--- src/rtl/mon_queue_writer.sv ---
// Monitoring record writer: streams NI monitor records into a slot ring in data memory
// and maintains the available/occupied slot semaphores shared with the CPU.
module mon_queue_writer #(
    parameter int DROP_CNT_W = 16
) (
    input  logic                  clk_i,
    input  logic                  rst_ni,
    input  logic                  mon_reset_i,
    input  logic                  mon_sem_av_post_i,
    input  logic                  mon_sem_oc_wait_i,
    input  logic [7:0]            mon_sem_av_i,
    input  logic [7:0]            mon_flits_i,
    input  logic [31:0]           mon_addr_i,
    output logic [7:0]            mon_sem_oc_o,
    output logic                  mon_active_o,
    output logic [DROP_CNT_W-1:0] mon_drop_cnt_o,
    input  logic                  rec_valid_i,
    output logic                  rec_ready_o,
    input  logic [31:0]           rec_data_i,
    input  logic                  rec_last_i,
    output logic                  mem_en_o,
    output logic [3:0]            mem_we_o,
    output logic [31:0]           mem_addr_o,
    output logic [31:0]           mem_data_o,
    input  logic                  mem_ready_i
);

    typedef enum logic [1:0] {
        ST_IDLE   = 2'd0,
        ST_WRITE  = 2'd1,
        ST_COMMIT = 2'd2,
        ST_DROP   = 2'd3
    } state_e;

    state_e                state_q;
    logic [7:0]            slots_q, flits_q, av_q, oc_q, wr_slot_q, idx_q;
    logic [31:0]           base_q;
    logic [DROP_CNT_W-1:0] drop_cnt_q;

    logic                  ring_en_s, in_range_s, beat_acc_s, commit_s;
    logic [15:0]           slot_off_s;
    logic [16:0]           word_off_s;
    logic [7:0]            av_m_s, av_d, oc_d;

    // Memory request, handshake and ring addressing for the current beat
    always_comb begin
        ring_en_s  = (slots_q != 8'd0) && (flits_q != 8'd0);
        in_range_s = (idx_q < flits_q);
        slot_off_s = {8'd0, wr_slot_q} * {8'd0, flits_q};
        word_off_s = {1'b0, slot_off_s} + {9'd0, idx_q};
        mem_addr_o = base_q + {13'd0, word_off_s, 2'b00};
        mem_data_o = rec_data_i;
        mem_en_o   = (state_q == ST_WRITE) && rec_valid_i && in_range_s;
        mem_we_o   = mem_en_o ? 4'hF : 4'h0;
        case (state_q)
            ST_WRITE: rec_ready_o = (mem_en_o && mem_ready_i) || (rec_valid_i && !in_range_s);
            ST_DROP:  rec_ready_o = 1'b1;
            default:  rec_ready_o = 1'b0;
        endcase
        beat_acc_s = rec_valid_i && rec_ready_o;
    end

    // Semaphore next values; a post that would exceed the ring size is ignored
    always_comb begin
        commit_s = (state_q == ST_COMMIT);
        av_m_s   = av_q - {7'd0, commit_s};
        if (mon_sem_av_post_i && (av_m_s < slots_q)) begin
            av_d = av_m_s + 8'd1;
        end else begin
            av_d = av_m_s;
        end
        if (commit_s && mon_sem_oc_wait_i) begin
            oc_d = oc_q;
        end else if (commit_s) begin
            oc_d = (oc_q == 8'hFF) ? oc_q : oc_q + 8'd1;
        end else if (mon_sem_oc_wait_i && (oc_q != 8'd0)) begin
            oc_d = oc_q - 8'd1;
        end else begin
            oc_d = oc_q;
        end
    end

    // Record FSM, ring configuration and semaphore state
    always_ff @(posedge clk_i or negedge rst_ni) begin
        if (!rst_ni) begin
            state_q    <= ST_IDLE;
            slots_q    <= 8'd0;
            flits_q    <= 8'd0;
            base_q     <= 32'd0;
            av_q       <= 8'd0;
            oc_q       <= 8'd0;
            wr_slot_q  <= 8'd0;
            idx_q      <= 8'd0;
            drop_cnt_q <= '0;
        end else if (mon_reset_i) begin
            slots_q   <= mon_sem_av_i;
            av_q      <= mon_sem_av_i;
            flits_q   <= mon_flits_i;
            base_q    <= mon_addr_i;
            oc_q      <= 8'd0;
            wr_slot_q <= 8'd0;
            idx_q     <= 8'd0;
            // An interrupted record drains through DROP so its tail is not mistaken for a new record
            if (((state_q == ST_WRITE) || (state_q == ST_DROP)) && !(beat_acc_s && rec_last_i)) begin
                state_q <= ST_DROP;
            end else begin
                state_q <= ST_IDLE;
            end
        end else begin
            av_q <= av_d;
            oc_q <= oc_d;
            case (state_q)
                ST_IDLE: begin
                    if (rec_valid_i) begin
                        idx_q <= 8'd0;
                        if ((av_q != 8'd0) && ring_en_s) begin
                            state_q <= ST_WRITE;
                        end else begin
                            state_q <= ST_DROP;
                        end
                    end else begin
                        state_q <= ST_IDLE;
                    end
                end
                ST_WRITE: begin
                    if (beat_acc_s) begin
                        idx_q <= (idx_q == 8'hFF) ? idx_q : idx_q + 8'd1;
                        state_q <= rec_last_i ? ST_COMMIT : ST_WRITE;
                    end else begin
                        state_q <= ST_WRITE;
                    end
                end
                ST_COMMIT: begin
                    wr_slot_q <= (wr_slot_q == slots_q - 8'd1) ? 8'd0 : wr_slot_q + 8'd1;
                    state_q   <= ST_IDLE;
                end
                ST_DROP: begin
                    if (beat_acc_s && rec_last_i) begin
                        if (drop_cnt_q != {DROP_CNT_W{1'b1}}) begin
                            drop_cnt_q <= drop_cnt_q + DROP_CNT_W'(1);
                        end else begin
                            drop_cnt_q <= drop_cnt_q;
                        end
                        state_q <= ST_IDLE;
                    end else begin
                        state_q <= ST_DROP;
                    end
                end
                default: begin
                    state_q <= ST_IDLE;
                end
            endcase
        end
    end

    assign mon_sem_oc_o   = oc_q;
    assign mon_active_o   = (state_q != ST_IDLE);
    assign mon_drop_cnt_o = drop_cnt_q;

endmodule
--- config.mk ---
export PLATFORM = sky130hd
export DESIGN_NAME = mon_queue_writer
export DESIGN_NICKNAME = d
export VERILOG_FILES = /design/src/rtl/mon_queue_writer.sv
export SDC_FILE = /design/constraint.sdc
export NUM_CORES = 1
export LEC_CHECK = 0
export CAP_MARGIN = 20
export CORE_ASPECT_RATIO = 1.75
export CORE_MARGIN = 2
export CORE_UTILIZATION = 30
export DETAILED_ROUTE_END_ITERATION = 10
export PLACE_DENSITY_LB_ADDON = 0.05
export RECOVER_POWER = 50
export SLEW_MARGIN = 40
export SYNTH_ARGS = -nofsm -noshare
export SYNTH_HDL_FRONTEND = slang
export SYNTH_SLANG_ARGS = --single-unit
--- constraint.sdc ---
create_clock -name clk_i -period 10.23 [get_ports clk_i]
set_input_delay 1.5345 -clock clk_i [delete_from_list [all_inputs] [get_ports clk_i]]
set_output_delay 1.5345 -clock clk_i [all_outputs]
set_load 0.02 [all_outputs]
==> impl_metrics.tcl <==
set metrics [dict create \
    critical_path.max_stage_delay_ns 0.65 \
    fmax_mhz 111 \
    clock_power_share_pct 22.6 \
    cts_root_buffer "clkbuf_16" \
    start_util_pct 30.4 \
    cts_setup_buffers 0 \
    path_cells "nand2_1, fa_1, inv_1, fa_1, ha_1, inv_1, fa_1, inv_1, fa_1, a21o_1, a21oi_2, nor2b_1, or4_1, a21oi_1, xnor2_1, ha_1, nand4_1, a211oi_1, o211ai_1, a31oi_2, a21oi_2, or4_1, o21ai_0, clkdlybuf4s50_1" \
    power_density_nw_per_um2 151 \
    p_int_mw 0.952 \
    syn_area_um2 8900 \
    nets 1246 \
    synthesis.nets 1177 \
    gp_congestion 0.825 \
    setup_viol 0 \
    numClockSinks 98 \
    crit_type "register to primary output" \
    synth_edf_count 0 \
    drt_iter0_markers 219 \
    min_period_ns 9.03 \
    post_cts_resized 0 \
    synthAdderAreaFrac_pct 22.3 \
    core_area_um2 29300 \
    antenna_found_initial 1 \
    final-instance-count-excl-fill 1414 \
    cts_tree "done" \
    hold_class "register to register" \
    synth_compound_area_share_pct 13.1 \
    synth_top_family_by_area "adder cells" \
    setup_tns_ns 0 \
    muxShareOfSynthArea_pct 4.28 \
    hpwl_mm 19.6 \
    post-route-period-util_pct 88.3 \
    power_switching_mw 0.627 \
    ant_nets 0 \
    rsz0062_at_grt "no" \
    r2r_setup_slack_ns 5.74 \
    synth_xor_area_share_pct 7.97 \
    seqPwrFrac_pct 33.0 \
    cts.htree.levels 3 \
    drc 0 \
    p_sw_share_pct 39.7 \
    finClkSkew_ns 0.0106 \
    yosys.area_share.simple_pct 15.8 \
    dieArea_um2 31100 \
    critPathRequiredTime_ns 8.70 \
    io_buffers 118 \
    vias 6787 \
    leakage_nw 4.86 \
    cts_hold_buf 0 \
    rows 83 \
    arrival_ns 7.50 \
    fp.dieH_um 232 \
    groute.usage.overall_pct 16.4 \
    die_x_um 134 \
    cts_buffer_depth 2 \
    cts_made_buffers 9 \
    cts.clk_slew.worst_paths_ns 0.07 \
    synth-seq-cells 98 \
    start_kind "register" \
    violations "max-capacitance violations, max-slew violations" \
    finish.utilization_pct 35.7 \
    synth_top_area_cell "dfrtp_1" \
    drv_slew 170 \
    ys_async_sr_fraction_pct 100 \
    crit_top_cell "fa_1" \
    path_buf_inv 4 \
    grt_pass1_wl_mm 39.4 \
    yosysTopAreaCellShare_pct 27.6 \
    critPathLaunch "wr_slot_q[4]$_DFFE_PN0N_" \
    routed_wl_mm 24.5 \
    min_path_cells 1 \
    grt-ovfl-total 0 \
    vdd.ir_drop.worst_mv 0.0835 \
    r2r_cells 16 \
    drv_cap 4 \
    via_per_inst 4.80 \
    io_pins 183 \
    areaGrowthSynthToFinish_pct 17.6 \
    clk_latency_ns 0.38 \
    ys.warnings.count 0 \
    drive_gt1_share_pct 6.40 \
    grt_start_max_net_pins 67 \
    reg2reg_from "state_q[0]$_DFF_PN0_" \
    yosysSeqAreaShare_pct 27.6 \
    p_comb_share_pct 44.4 \
    finalHoldViolations 0 \
    max-slew-margin-rel_pct -111 \
    yosys-top-cells-area "dfrtp_1 (28%), ha_1 (12%), fa_1 (10%)" \
    syn_inst 958 \
    firstDrtPassIters 4 \
    status "finished with violations" \
    crit_path_end_kind "primary output" \
    place_inst 1398 \
    wl_per_cell_um 17.3 \
    grt_pass1_vias 7234 \
    reg2reg_to "av_q[6]$_DFF_PN0_" \
    cp_max_fo 15 \
    cp_num_cells 24 \
    crit_family "adder cells" \
    ys_types 66 \
    synth_flop_cell "dfrtp_1" \
    slowest_stage "dfrtp_1" \
    tightest_slew_ns 3.17 \
    avgSynthCellArea_um2 9.29 \
    endpoint "mem_addr_o[30]" \
]
metrics by stage:
step                      power, mW  setup WS (ns)  area, um^2  hold slack, ns
final                          1.58           1.20       10500           0.493
after global routing           1.71          0.798       10500           0.517
after CTS                      1.62           1.08       10500           0.495
after detailed placement       1.24           1.54       10200           0.481
after global placement         1.24           1.56       10200           0.476
after floorplan                1.00           2.49        8900           0.482
Yosys cell counts, types with 3 or more instances:
| cell | n |
|---|---|
| o211a_1 | 3 |
| nor3_1 | 12 |
| mux2_2 | 32 |
| ha_1 | 85 |
| nor3b_1 | 3 |
| o21bai_1 | 6 |
| a21o_1 | 12 |
| dfrtp_1 | 98 |
| or3_1 | 4 |
| o21a_1 | 10 |
| xnor2_1 | 53 |
| nor4_1 | 9 |
| nand2_1 | 78 |
| a31oi_1 | 9 |
| fa_1 | 46 |
| and2_1 | 35 |
| a31o_2 | 4 |
| or4_1 | 4 |
| o2111ai_1 | 4 |
| clkbuf_1 | 17 |
| and3_1 | 10 |
| buf_4 | 40 |
| nor2_1 | 56 |
| a21oi_1 | 28 |
| nand2b_1 | 9 |
| o41ai_1 | 4 |
| o31ai_1 | 11 |
| o21ai_0 | 48 |
| nand3_1 | 21 |
| buf_1 | 5 |
| nand4_1 | 12 |
| o211ai_1 | 4 |
| a211oi_1 | 4 |
| nor2b_1 | 4 |
| xor2_1 | 28 |
| and4_1 | 5 |
| inv_1 | 109 |
cell families after synthesis:
| logic type | count (synthesis) |
|---|---|
| AO/OA/AOI/OAI | 168 |
| multiplexers | 34 |
| buffers and inverters | 173 |
| AND/OR/NAND/NOR | 273 |
| XOR/XNOR | 81 |
| adder cells (fa/ha/maj) | 131 |
| flip-flops | 98 |
cell type report:
type                       instances  area (um^2)
antenna                            1         2.50
clock buffer                      10          229
clock inverter                     5         53.8
fill                            3059        18800
inverter                         110          413
multi-input combinational        687         5650
sequential                        98         2450
tap                              382          478
timing repair buffer             121         1180
power by group through the flow:
| stage | clock network, mW | logic (mW) | registers, mW |
|---|---|---|---|
| 6_report | 0.357 | 0.702 | 0.520 |
| 5_1_grt | 0.390 | 0.783 | 0.533 |
| 4_1_cts | 0.377 | 0.715 | 0.523 |
| 3_5_place_dp | 0 | 0.710 | 0.530 |
| 3_3_place_gp | 0 | 0.708 | 0.532 |
| 2_1_floorplan | 0 | 0.487 | 0.516 |
per-layer routing:
metal | global-route usage [%] | routed length, um
met1 | 16.9 | 8980
met2 | 31.9 | 14000
met3 | 2.58 | 721
met4 | 7.47 | 756
met5 | 0 | 0
registers in the layout, indices dropped and copies added, names as in the netlist:
name / count
state_q: 2
base_q: 32
mon_sem_oc_o: 8
slots_q: 8
flits_q: 8
mon_drop_cnt_o: 16
av_q: 8
wr_slot_q: 8
idx_q: 8
placed cells by master (no fill, tap or decap), types with 5 or more instances in the layout:
cell             count
o21bai_1             6
and3_1              10
a31oi_1              9
ha_1                85
mux2_2              32
nand3_1             21
inv_1              109
nor3_1              12
a21oi_1             28
nor4_1               9
clkdlybuf4s50_1    111
nor2_1              56
nand2_1             78
a21o_1              12
o21ai_0             48
clkbuf_16            9
fa_1                46
and4_1               5
dfrtp_1             98
and2_1              35
dlygate4sd3_1        5
xor2_1              28
nand4_1             12
o31ai_1             11
o21a_1              10
clkbuf_1             6
xnor2_1             53
nand2b_1             9
how the worst min path moves through the flow:
| stage | to | start | slack [ns] |
|---|---|---|---|
| 3_5_place_dp | mon_drop_cnt_o[15]$_DFFE_PN0P_ | mon_drop_cnt_o[15]$_DFFE_PN0P_ | 0.48 |
| 2_1_floorplan | base_q[0]$_DFFE_PN0P_ | base_q[0]$_DFFE_PN0P_ | 0.48 |
| 5_1_grt | mon_drop_cnt_o[9]$_DFFE_PN0P_ | mon_drop_cnt_o[9]$_DFFE_PN0P_ | 0.52 |
| 6_report | mon_drop_cnt_o[15]$_DFFE_PN0P_ | mon_drop_cnt_o[15]$_DFFE_PN0P_ | 0.49 |
| 3_3_place_gp | mon_drop_cnt_o[15]$_DFFE_PN0P_ | mon_drop_cnt_o[15]$_DFFE_PN0P_ | 0.48 |
| 4_1_cts | mon_drop_cnt_o[15]$_DFFE_PN0P_ | mon_drop_cnt_o[15]$_DFFE_PN0P_ | 0.50 |
Power figures use the tool's default switching activity.
